<file path="src/rtl/bpred_update_scheduler.sv">
// bpred_update_scheduler: BHT/PHT port owner, lookup pipe and update RMW.
// BPRED_SCHED_INIT_EN: sweep-initialise both RAMs after reset release.
module bpred_update_scheduler #(
  parameter int IDX_W      = 10,
  parameter int HIST_W     = 10,
  parameter int QDEPTH     = 4,
  parameter int STARVE_MAX = 8
) (
  input  logic                       CLK,
  input  logic                       RESET,
  input  logic                       lk_valid,
  input  logic [31:0]                lk_addr,
  output logic                       lk_ready,
  output logic                       pred_valid,
  output logic                       pred_taken,
  input  logic                       res_valid,
  input  logic [31:0]                res_addr,
  input  logic                       res_taken,
  output logic                       res_ready,
  output logic [$clog2(QDEPTH):0]    q_count,
  output logic                       sched_busy,
  output logic                       bht_en,
  output logic                       bht_we,
  output logic [IDX_W-1:0]           bht_idx,
  output logic [HIST_W-1:0]          bht_wdata,
  input  logic [HIST_W-1:0]          bht_rdata,
  output logic                       pht_en,
  output logic                       pht_we,
  output logic [HIST_W-1:0]          pht_idx,
  output logic [1:0]                 pht_wdata,
  input  logic [1:0]                 pht_rdata
);
  localparam int PW = $clog2(QDEPTH);
  localparam int CW = PW + 1;
  localparam int SW = $clog2(STARVE_MAX + 1);

  typedef enum logic [1:0] {U_IDLE, U_RDB, U_RDP, U_WR} ustate_e;
  ustate_e st_q, st_d, ust;

  logic [IDX_W-1:0]  q_idx [QDEPTH];
  logic              q_tk  [QDEPTH];
  logic [PW-1:0]     rd_ptr, wr_ptr;
  logic [CW-1:0]     cnt;
  logic [SW-1:0]     starve;
  logic [IDX_W-1:0]  u_idx;
  logic              u_tk;
  logic [HIST_W-1:0] u_h;
  logic              lk_v1, lk_v2;
  logic              full, nempty, start, pop, push;
  logic              lk_acc, lk_win;
  logic [1:0]        ctr_n;
  logic              init_act, sw_bht, sw_pht;
  logic [IDX_W-1:0]  sw_bidx;
  logic [HIST_W-1:0] sw_pidx;
  logic              unused_ok;

`ifdef BPRED_SCHED_INIT_EN
  localparam int MW = (IDX_W > HIST_W) ? IDX_W : HIST_W;
  logic [MW-1:0] sw_idx;
  logic          sw_done;

  always_ff @(posedge CLK or negedge RESET) begin
    if (!RESET) begin
      sw_idx  <= '0;
      sw_done <= 1'b0;
    end else if (!sw_done) begin
      sw_idx  <= sw_idx + MW'(1);
      sw_done <= &sw_idx;
    end
  end

  assign init_act = RESET && !sw_done;
  assign sw_bht   = init_act && ((sw_idx >> IDX_W) == '0);
  assign sw_pht   = init_act && ((sw_idx >> HIST_W) == '0);
  assign sw_bidx  = sw_idx[IDX_W-1:0];
  assign sw_pidx  = sw_idx[HIST_W-1:0];
`else
  assign init_act = 1'b0;
  assign sw_bht   = 1'b0;
  assign sw_pht   = 1'b0;
  assign sw_bidx  = '0;
  assign sw_pidx  = '0;
`endif

  assign full   = cnt == CW'(QDEPTH);
  assign nempty = cnt != '0;
  // The start cycle itself performs the BHT read of U_RDB.
  assign start  = RESET && !init_act && st_q == U_IDLE && nempty &&
                  (!lk_valid || starve >= SW'(STARVE_MAX));
  assign ust    = start ? U_RDB : st_q;
  assign pop    = ust == U_RDB;

  assign lk_ready   = RESET && !init_act && ust == U_IDLE;
  assign lk_acc     = lk_valid && lk_ready;
  assign lk_win     = lk_acc && nempty;
  assign res_ready  = RESET && !init_act && !full;
  assign push       = res_valid && res_addr != '0 && RESET &&
                      !init_act && (!full || pop);
  assign q_count    = cnt;
  assign sched_busy = init_act || ust != U_IDLE;
  assign unused_ok  = ^{lk_addr[31:IDX_W+2], lk_addr[1:0]};

  always_comb begin
    ctr_n = pht_rdata;
    if (u_tk) begin
      if (pht_rdata != 2'b11) ctr_n = pht_rdata + 2'd1;
    end else begin
      if (pht_rdata != 2'b00) ctr_n = pht_rdata - 2'd1;
    end
  end

  always_comb begin
    st_d = st_q;
    unique case (ust)
      U_IDLE:  st_d = U_IDLE;
      U_RDB:   st_d = U_RDP;
      U_RDP:   st_d = U_WR;
      U_WR:    st_d = U_IDLE;
      default: st_d = U_IDLE;
    endcase
  end

  always_comb begin
    bht_en    = 1'b0;
    bht_we    = 1'b0;
    bht_idx   = '0;
    bht_wdata = '0;
    pht_en    = 1'b0;
    pht_we    = 1'b0;
    pht_idx   = '0;
    pht_wdata = '0;
    if (init_act) begin
      bht_en    = sw_bht;
      bht_we    = sw_bht;
      bht_idx   = sw_bidx;
      pht_en    = sw_pht;
      pht_we    = sw_pht;
      pht_idx   = sw_pidx;
      pht_wdata = 2'b01;
    end else begin
      unique case (1'b1)
        lk_acc: begin
          bht_en  = 1'b1;
          bht_idx = lk_addr[IDX_W+1:2];
        end
        ust == U_RDB: begin
          bht_en  = 1'b1;
          bht_idx = q_idx[rd_ptr];
        end
        ust == U_WR: begin
          bht_en    = 1'b1;
          bht_we    = 1'b1;
          bht_idx   = u_idx;
          bht_wdata = {u_h[HIST_W-2:0], u_tk};
        end
        default: ;
      endcase
      unique case (1'b1)
        lk_v1, ust == U_RDP: begin
          pht_en  = 1'b1;
          pht_idx = bht_rdata;
        end
        ust == U_WR: begin
          pht_en    = 1'b1;
          pht_we    = 1'b1;
          pht_idx   = u_h;
          pht_wdata = ctr_n;
        end
        default: ;
      endcase
    end
  end

  always_ff @(posedge CLK or negedge RESET) begin
    if (!RESET) begin
      st_q       <= U_IDLE;
      rd_ptr     <= '0;
      wr_ptr     <= '0;
      cnt        <= '0;
      starve     <= '0;
      u_idx      <= '0;
      u_tk       <= 1'b0;
      u_h        <= '0;
      lk_v1      <= 1'b0;
      lk_v2      <= 1'b0;
      pred_valid <= 1'b0;
      pred_taken <= 1'b0;
    end else begin
      st_q <= st_d;
      if (push) wr_ptr <= wr_ptr + PW'(1);
      if (pop) rd_ptr <= rd_ptr + PW'(1);
      cnt <= cnt + CW'(push) - CW'(pop);
      if (start) starve <= '0;
      else if (lk_win && starve < SW'(STARVE_MAX))
        starve <= starve + SW'(1);
      if (pop) begin
        u_idx <= q_idx[rd_ptr];
        u_tk  <= q_tk[rd_ptr];
      end
      if (ust == U_RDP) u_h <= bht_rdata;
      lk_v1      <= lk_acc;
      lk_v2      <= lk_v1;
      pred_valid <= lk_v2;
      pred_taken <= lk_v2 & pht_rdata[1];
    end
  end

  always_ff @(posedge CLK) begin
    if (push) begin
      q_idx[wr_ptr] <= res_addr[IDX_W+1:2];
      q_tk[wr_ptr]  <= res_taken;
    end
  end
endmodule

</file>
<file path="config.mk">
export PLATFORM = sky130hd
export DESIGN_NAME = bpred_update_scheduler
export DESIGN_NICKNAME = d
export VERILOG_FILES = /design/src/rtl/bpred_update_scheduler.sv
export SDC_FILE = /design/constraint.sdc
export NUM_CORES = 1
export LEC_CHECK = 0
export ABC_AREA = 1
export ABC_CLOCK_PERIOD_IN_PS = 7200
export CAP_MARGIN = 15
export CORE_UTILIZATION = 50
export DETAILED_ROUTE_END_ITERATION = 12
export MAX_ROUTING_LAYER = met4
export PLACE_DENSITY = 0.85
export SKIP_CTS_REPAIR_TIMING = 1
export SYNTH_ARGS = -nofsm -noshare
export SYNTH_HDL_FRONTEND = slang
export SYNTH_SLANG_ARGS = --single-unit
</file>
<file path="constraint.sdc">
create_clock -name CLK -period 7.2 [get_ports CLK]
set_input_delay 0.72 -clock CLK [delete_from_list [all_inputs] [get_ports CLK]]
set_output_delay 0.72 -clock CLK [all_outputs]
set_load 0.01 [all_outputs]
</file>
### After elaboration in Yosys (flattened, before gate mapping)

Memory sizes are Yosys's and may differ from the RTL's. A register that Yosys moved wholly into a read port is not among the register bits.
Index checks and enable logic that the tools add are counted.

* register bits: 37
* memory bits (writable): 44
* output and inout port bits: 44
* memories kept: 2

* $add $sub $neg: 7
* order comparisons: 2
* equality and inequality tests: 5
* muxes and demuxes: 16
* bitwise operators: 1
* reduce and logical (&&, ||, !) cells: 27

Memories
* q_idx: words 4, width 10, rd ports 1, clocked after Yosys merged registers in 0, write ports 1, line 40 `logic [IDX_W-1:0] q_idx [QDEPTH];`
* q_tk: words 4, width 1, rd ports 1, clocked after Yosys merged registers in 1, write ports 1, line 41 `logic q_tk [QDEPTH];`

Operators by type and width (number)
* $reduce_bool A32 Y1: 1
* $pmux W10 S3: 1
* $pmux W10 S2: 1
* $logic_and A1 B1 Y1: 11
* $mux W10: 1
* $mux W2: 5
* $mux W4: 2
* $add A2 B1 Y2 const B: 3
* $pmux W2 S3: 1
* $reduce_bool A2 Y1: 3
* $reduce_or A3 Y1: 2
* $mux W1: 5
* $add A4 B1 Y4 const B: 1
* $eq A2 B2 Y1 const B: 2
* $ge A4 B4 Y1 const B: 1
* $logic_not A2 Y1: 2
* $lt A4 B4 Y1 const B: 1
* $reduce_or A2 Y1: 2
* $add A3 B1 Y3: 1
* $eq A3 B3 Y1 const B: 1
* $logic_not A1 Y1: 3
* $reduce_bool A3 Y1: 1
* $sub A3 B1 Y3: 1
* $eq A2 B1 Y1 const B: 1
* 4 further kinds: 5

### Depth between registers and ports, before layout

Gate-level depths: netlist (run 1).

* word-level depth: 12
* gate-level depth with buffers: 17
* gate-level depth less buffers: 17

### Worst setup path after synthesis (run 1)

OpenSTA, ideal clock, no wires.

* kind: in2reg
* start point: input lk_valid
* end point: register cnt[2], in the netlist q_count[2]
* setup time: 0.129 ns
* data arrival time: 2.581 ns
* data required time: 7.071 ns
* slack: 4.491 ns
* stages on the path: 16
* cell sequence: inv_1 nor2_1 nor2_1 nand2_2 inv_2 nor2_2 inv_1 ha_1 clkbuf_1 nand2_1 nand2_1 ha_1 inv_1 fa_1 xnor2_1 xor2_1

* word-level cells in the longest chain between the ends: 9

RTL lines
* start, declared: line 11 `input logic lk_valid,`
* $logic_not A1 Y1 *: line 89 `(!lk_valid || starve >= SW'(STARVE_MAX));`
* $logic_or A1 B1 Y1 *: line 89
* $logic_and A1 B1 Y1 *: line 88 `assign start = RESET && !init_act && st_q == U_IDLE && nempty &&`
* $mux W2 *: line 90 `assign ust = start ? U_RDB : st_q;`
* $eq A2 B1 Y1 *: line 91 `assign pop = ust == U_RDB;`
* $logic_or A1 B1 Y1: line 98 `!init_act && (!full || pop);`
* $logic_and A1 B1 Y1: line 98
* $add A3 B1 Y3: line 192 `cnt <= cnt + CW'(push) - CW'(pop);`
* $sub A3 B1 Y3 *: line 192
* end signal, assigned: line 192
* end, declared: line 43 `logic [CW-1:0] cnt;`

Every way passes the cells marked *; elsewhere a longest branch is shown, timed or not.
A chain may end at the register's enable or synchronous reset.

### Worst setup path after layout (run 1)

* start point: input lk_valid
* end point: output bht_idx[7]

* word-level cells in the longest chain between the ends: 8

RTL lines
* $logic_not A1 Y1: line 89
* $logic_or A1 B1 Y1: line 89
* $logic_and A1 B1 Y1: line 88
* $mux W2: line 90
* $logic_not A2 Y1: line 93 `assign lk_ready = RESET && !init_act && ust == U_IDLE;`
* $logic_and A1 B1 Y1: line 93
* $logic_and A1 B1 Y1: line 94 `assign lk_acc = lk_valid && lk_ready;`
* $pmux W10 S3 *: line 141 `unique case (1'b1)`
* end, declared: line 24 `output logic [IDX_W-1:0] bht_idx,`

Marked as above.

==> results.toml, run 1 <==
[die]
pin_count = 125
dieHeight_um = 90.7
die_area_sq_um = 8230
start_util = 0.528
rows = 31
die_w_um = 90.7
core_sq_um = 7450

[layout]
seq_area_sq_um = 2270
antenna_cells = 0
multi_input_area_sq_um = 1320
drive_above_1_share = 0.0424
final_core_util = 0.691
design_area_sq_um = 5150
fillers = 600
fin_nets = 628
syn_to_final_growth_pct = 30.9
fin_cells = 641

[clock_network]
cts_buffers = 9
clock_sinks = 82
clk_pin_slew_ns = 0.07
htreeDepth = 3
cts.root.buffer_cell = "clkbuf_8"
clockBufferDepth = 2
cts_tree = "built"
clk_latency_ns = 0.35

[worst_hold_path]
worstHoldEndpoint = "pred_valid"
min_path_cells = 0
holdCritPathClass = "register to register"
holdCritStartpoint = "lk_v2"

[critical_path]
worst-r2r-setup-slack_ns = 3.58
cp_slowest_cell = "nor2_1"
r2r-end = "q_idx[0][7]"
path_buf_inv = 5
required_ns = 6.48
arrival_ns = 3.45
cp_slowest_stage_delay_ns = 0.62
cp_max_fo = 12
critical_path_class = "input port to output port"
start_kind = "input port"
regToRegStartpoint = "st_q[1]"
end_kind = "output port"
reg2regPathDepth = 12
crit_path_cell_trace = "clkdlybuf4s50_1 > inv_1 > nor2_1 > nor2_1 > nand2_2 > inv_2 > nor2_2 > ha_1 > nand2_1 > nor2_1 > nand2_1 > nand3_1 > nand2_1 > inv_1 > clkdlybuf4s50_1"
cpLargestDelayFamily = "simple AND/OR/NAND/NOR gates"

[timing]
period_minus_slack_ns = 4.17
finalSetupViolCount = 0
skew_ns = 0.00757
finalSetupTns_ns = 0
rsz0062_at_grt = "false"
relSlewSlack = 0.311
slew_violations = 0
finalCritPeriodShare = 0.579
finalHoldViolCount = 0
fmax_mhz = 240
hold_ws_ns = 0.399
worst_pin_slew_ns = 1.03

[synthesis]
synth-adder-area-share = 0.0337
synth_edf_count = 44
synth_commonest_cells = "93 x nand2_1, 73 x o21ai_0, 69 x nor2_1, 62 x inv_1, 44 x edfxtp_1"
synth-compound-area-share = 0.105
ys_ff_latch = 82
synth_ff_type = "edfxtp_1"
synth_top_family_by_area = "simple AND/OR/NAND/NOR gates"
ys_seq_area_frac = 0.578
synth.most_common_cell = "nand2_1"
syn-num-nets = 531
synth-async-reset-ratio = 0.463
synth_xor_area_frac = 0.00891
synthMuxAreaShare = 0.00254
synth_area_sq_um = 3930
synth_area_leader_cell = "edfxtp_1"
syn_area_per_cell_sq_um = 8.94
ys_types = 28
synth_top_area_frac = 0.336
yosys-top-cells-area = "edfxtp_1 34%, dfrtp_1 24%, o21ai_0 9.3%"
yosys.area_share.simple = 0.186
ys_warn_count = 0
syn_inst = 440

[status]
status = "complete, no violations"

[grt]
grt_start_max_net_pins = 43
grt_pass1_wl_mm = 14.2
track_usage = 0.226
antenna_found_initial = 0
first_global_vias = 3103
grt_overflow = 0

[routing]
wl_per_cell_um = 12.9
wl_mm = 8.30
dr.pass1.iters = 4
drt_iter0_markers = 145
vias = 3163
vias_per_cell = 4.93
drc = 0
ant_nets = 0

[placed_design]
gp_congestion = 0.774
dp_cells = 625
portBuffers = 102
placed_cell_area_sq_um = 4990
dp_hpwl_mm = 5.88

[job]
drv_cap = 0

[pwr]
p_per_area_nw_per_um2 = 346
p_leak_uw = 0.00225
vdd.ir_drop.worst_mv = 0.111
==> layout make-up <==
type,count,share of cell area
clock buffer,10,0.0248
clock inverter,6,0.00680
inverter,63,0.0459
multi-input combinational,277,0.257
sequential,82,0.441
tap,99,0.0241
timing repair buffer,104,0.200
==> how the worst max path moves through the flow <==
stage | startpoint | endpoint | slack [ns] | depth (start not counted)
after global routing | RESET | q_idx[1][9] | 2.65 | 13
after detailed placement | RESET | q_idx[0][4] | 2.73 | 13
after global placement | RESET | q_idx[0][4] | 2.87 | 13
final | lk_valid | bht_idx[7] | 3.03 | 15
after CTS | lk_valid | bht_idx[7] | 2.98 | 15
after floorplan | lk_valid | q_count[2] | 4.49 | 16
==> flip-flops by register name (all words and copies together), names as in the netlist, 2 cells and up <==
register	count
u_h	10
wr_ptr	2
q_idx	40
starve	4
rd_ptr	2
q_count	3
q_tk	4
u_idx	10
st_q	2
==> worst reg2reg max path, stage by stage (launching register included) <==
cell     delay [ns]
dfrtp_1        0.39
inv_1          0.12
nand3_1        0.09
nor2_1         0.15
nand2_2        0.10
inv_2          0.07
nor2_2         0.05
inv_1          0.05
ha_1           0.62
inv_1          0.32
nand4_1        0.26
nand3_1        0.20
nor2_1         0.82
==> per-layer routing <==
layer  track usage  share of wire
met1         0.268           0.43
met2         0.382           0.50
met3        0.0522          0.061
met4        0.0699          0.011
met5             -              0
==> metrics by stage <==
step | total power (uW) | worst slack [ns]
floorplan | 1190 | 4.49
global placement | 1470 | 2.87
detailed placement | 1510 | 2.73
CTS | 1790 | 2.98
global route | 1920 | 2.65
finish | 1780 | 3.03
==> power by group <==
part | switching (uW) | internal [uW]
Clock | 158 | 123
Sequential | 95.9 | 618
Combinational | 438 | 349
Total | 693 | 1090
==> logic make-up (layout without fill, tap and decap cells) <==
| logic type | after synthesis | after routing |
|---|---|---|
| and+or+nand+nor | 181 | 181 |
| AOI/OAI and AO/OA | 81 | 81 |
| DFF | 82 | 82 |
| xor gates and xnor gates | 4 | 4 |
| muxes | 1 | 1 |
| buffers and inverters | 81 | 183 |
| adders and majority gates | 10 | 10 |
==> cell usage in the layout (no fill, tap or decap), types with 2 or more instances in the layout <==
master	n
clkinv_2	3
xor2_1	2
o21ai_0	73
nor2_1	69
nor2_2	2
a21oi_1	4
inv_1	62
nand2_1	93
clkbuf_8	9
nand4_1	5
edfxtp_1	44
nand3_1	8
clkdlybuf4s50_1	101
and2_1	2
ha_1	9
buf_4	2
xnor2_1	2
dfrtp_1	38
(Power assumes the default switching activity.)
==> run 2, diff against run 1 <==
--- a/config.mk
+++ b/config.mk
@@ -6,12 +6,12 @@
 export NUM_CORES = 1
 export LEC_CHECK = 0
 export ABC_AREA = 1
-export ABC_CLOCK_PERIOD_IN_PS = 7200
+export ABC_CLOCK_PERIOD_IN_PS = 3700
 export CAP_MARGIN = 15
-export CORE_UTILIZATION = 50
+export CORE_UTILIZATION = 42
 export DETAILED_ROUTE_END_ITERATION = 12
 export MAX_ROUTING_LAYER = met4
-export PLACE_DENSITY = 0.85
+export PLACE_DENSITY = 0.76
 export SKIP_CTS_REPAIR_TIMING = 1
 export SYNTH_ARGS = -nofsm -noshare
 export SYNTH_HDL_FRONTEND = slang
==> constraint.sdc (replaced) <==
create_clock -name CLK -period 3.7 [get_ports CLK]
set_input_delay 0.37 -clock CLK [delete_from_list [all_inputs] [get_ports CLK]]
set_output_delay 0.37 -clock CLK [all_outputs]
set_load 0.01 [all_outputs]
==> run 2 against run 1 <==
Sequential power increased by 88%. Sequential share of layout area shrank 0.98 points. Register-to-register slack worse by 2.6 ns. Die area is 19% higher. Total power increased by 100%. Utilization shrank 9.9 points. Global-route usage shrank 3.5 points. Critical path type is now register to output port.
==> results.toml, run 2 (synthesis gave the netlist of run 1 again) <==
[grt]
grt_pass1_wl_mm = 14.1
antenna_found_initial = 0
grt_overflow = 0
grt_start_max_net_pins = 42
first_global_vias = 3100
track_usage = 0.191

[routing]
ant_nets = 0
wl_mm = 8.34
drc = 0
vias = 3167
wl_per_cell_um = 12.7
dr.pass1.iters = 4
vias_per_cell = 4.81
drt_iter0_markers = 135

[layout]
largest_registers = "q_idx: 40 flops, u_h: 10 flops, u_idx: 10 flops"
fillers = 754
regMostFlops = "q_idx"
largest_reg_flops = 40
drive_above_1_share = 0.0617
mostFrequentLayoutCell = "clkdlybuf4s50_1"
design_area_sq_um = 5270
syn_to_final_growth_pct = 33.8
antenna_cells = 0
final_cell_mix = "101 x clkdlybuf4s50_1, 93 x nand2_1, 73 x o21ai_0, 69 x nor2_1, 62 x inv_1"
fin_nets = 637

[critical_path]
required_ns = 3.33
cp_max_fo = 11
regToRegStartpoint = "st_q[0]"
worst-r2r-setup-slack_ns = 1.02
crit_path_cell_trace = "inv_1 > nand3b_4 > nand2_2 > inv_2 > nor2_2 > ha_1 > nand2_1 > o21ai_2 > nand2_1 > inv_1 > clkdlybuf4s50_1"
end_kind = "output port"
cp_slowest_stage_delay_ns = 0.54
cp_slowest_cell = "clkdlybuf4s50_1"
arrival_ns = 2.90
r2r-end = "q_count[2]"
start_kind = "register"
critical_path_class = "register to output port"
reg2regPathDepth = 17

[timing]
relSlewSlack = 0.580
finalHoldViolCount = 0
finalSetupTns_ns = 0
rsz0062_at_grt = "false"
period_minus_slack_ns = 3.27
worst_pin_slew_ns = 0.630
slew_violations = 0
finalSetupViolCount = 0
fmax_mhz = 306
finalCritPeriodShare = 0.884
skew_ns = 0.00949

[clock_network]
clockBufferDepth = 2
clk_latency_ns = 0.36
clock_sinks = 82
clk_pin_slew_ns = 0.10
cts.root.buffer_cell = "clkbuf_8"
htreeDepth = 3
cts_tree = "built"
cts_buffers = 9

[placed_design]
portBuffers = 102
dp_hpwl_mm = 6.05
placed_cell_area_sq_um = 5060
gp_congestion = 0.779

[die]
start_util = 0.442
die_w_um = 98.8
pin_count = 125
rows = 34
core_sq_um = 8890
die_area_sq_um = 9760
dieHeight_um = 98.8

[status]
status = "complete, no violations"

[worst_hold_path]
holdCritPathClass = "input port to async pin"

[pwr]
p_per_area_nw_per_um2 = 681
p_leak_uw = 0.00232
vdd.ir_drop.worst_mv = 0.234

[job]
drv_cap = 0
-- run 2: changes by cell type in the layout (fill, tap and decap cells not counted), sizes merged --
cell	delta
buf	+9
clkinv	-3
inv	+5
clkbuf	-1
clkinvlp	-1
-- run 2: stage by stage --
step	setup slack [ns]	instances	utilization	power [uW]	hold slack, ns
2_1_floorplan	1.31	440	-	2310	0.0744
3_3_place_gp	0.569	643	0.570	2900	0.361
3_5_place_dp	0.529	643	0.570	2970	0.369
4_1_cts	0.406	659	0.592	3620	0.0994
5_1_grt	0.183	659	0.592	3880	0.143
6_report	0.428	659	0.592	3590	0.0907
-- run 2: layer usage --
metal	routed length, um	vias up	part of all wire	track usage
met1	3590	1438	0.43	0.224
met2	4220	104	0.51	0.331
met5	0	-	0	-
met3	391	10	0.047	0.0291
met4	140	0	0.017	0.0735
li1	-	1615	-	-
-- run 2: area by class of cell --
type | instances | area, sq um | area share
clock buffers | 9 | 124 | 0.0235
clock inverters | 7 | 76.3 | 0.0145
inverters | 63 | 236 | 0.0449
multi-input cells | 277 | 1320 | 0.251
flip-flops and latches | 82 | 2270 | 0.432
well taps | 108 | 135 | 0.0257
repair buffers | 113 | 1100 | 0.209
-- run 2: critical path: cells and delay by family, from the launching register on --
family / cells / cell delay (ns)
buf+inv: 4 / 0.85
flops: 1 / 0.43
fa+ha+maj: 1 / 0.21
compound gates: 1 / 0.46
simple gates: 5 / 0.60
-- run 2: where the power goes --
| group | total [uW] | internal [uW] | switching (uW) |
|---|---|---|---|
| clock network | 640 | 269 | 371 |
| logic | 1600 | 715 | 890 |
| registers | 1340 | 1200 | 140 |
| total | 3590 | 2190 | 1400 |
-- run 2: worst max path at each step --
stage	start	endpoint	slack (ns)	cells after the start
2_1_floorplan	q_count[1]	q_count[2]	1.31	15
3_3_place_gp	lk_valid	bht_idx[7]	0.57	13
3_5_place_dp	lk_valid	bht_idx[6]	0.53	13
4_1_cts	q_count[1]	bht_idx[6]	0.41	11
5_1_grt	q_count[1]	bht_idx[3]	0.18	11
6_report	q_count[1]	bht_idx[6]	0.43	11
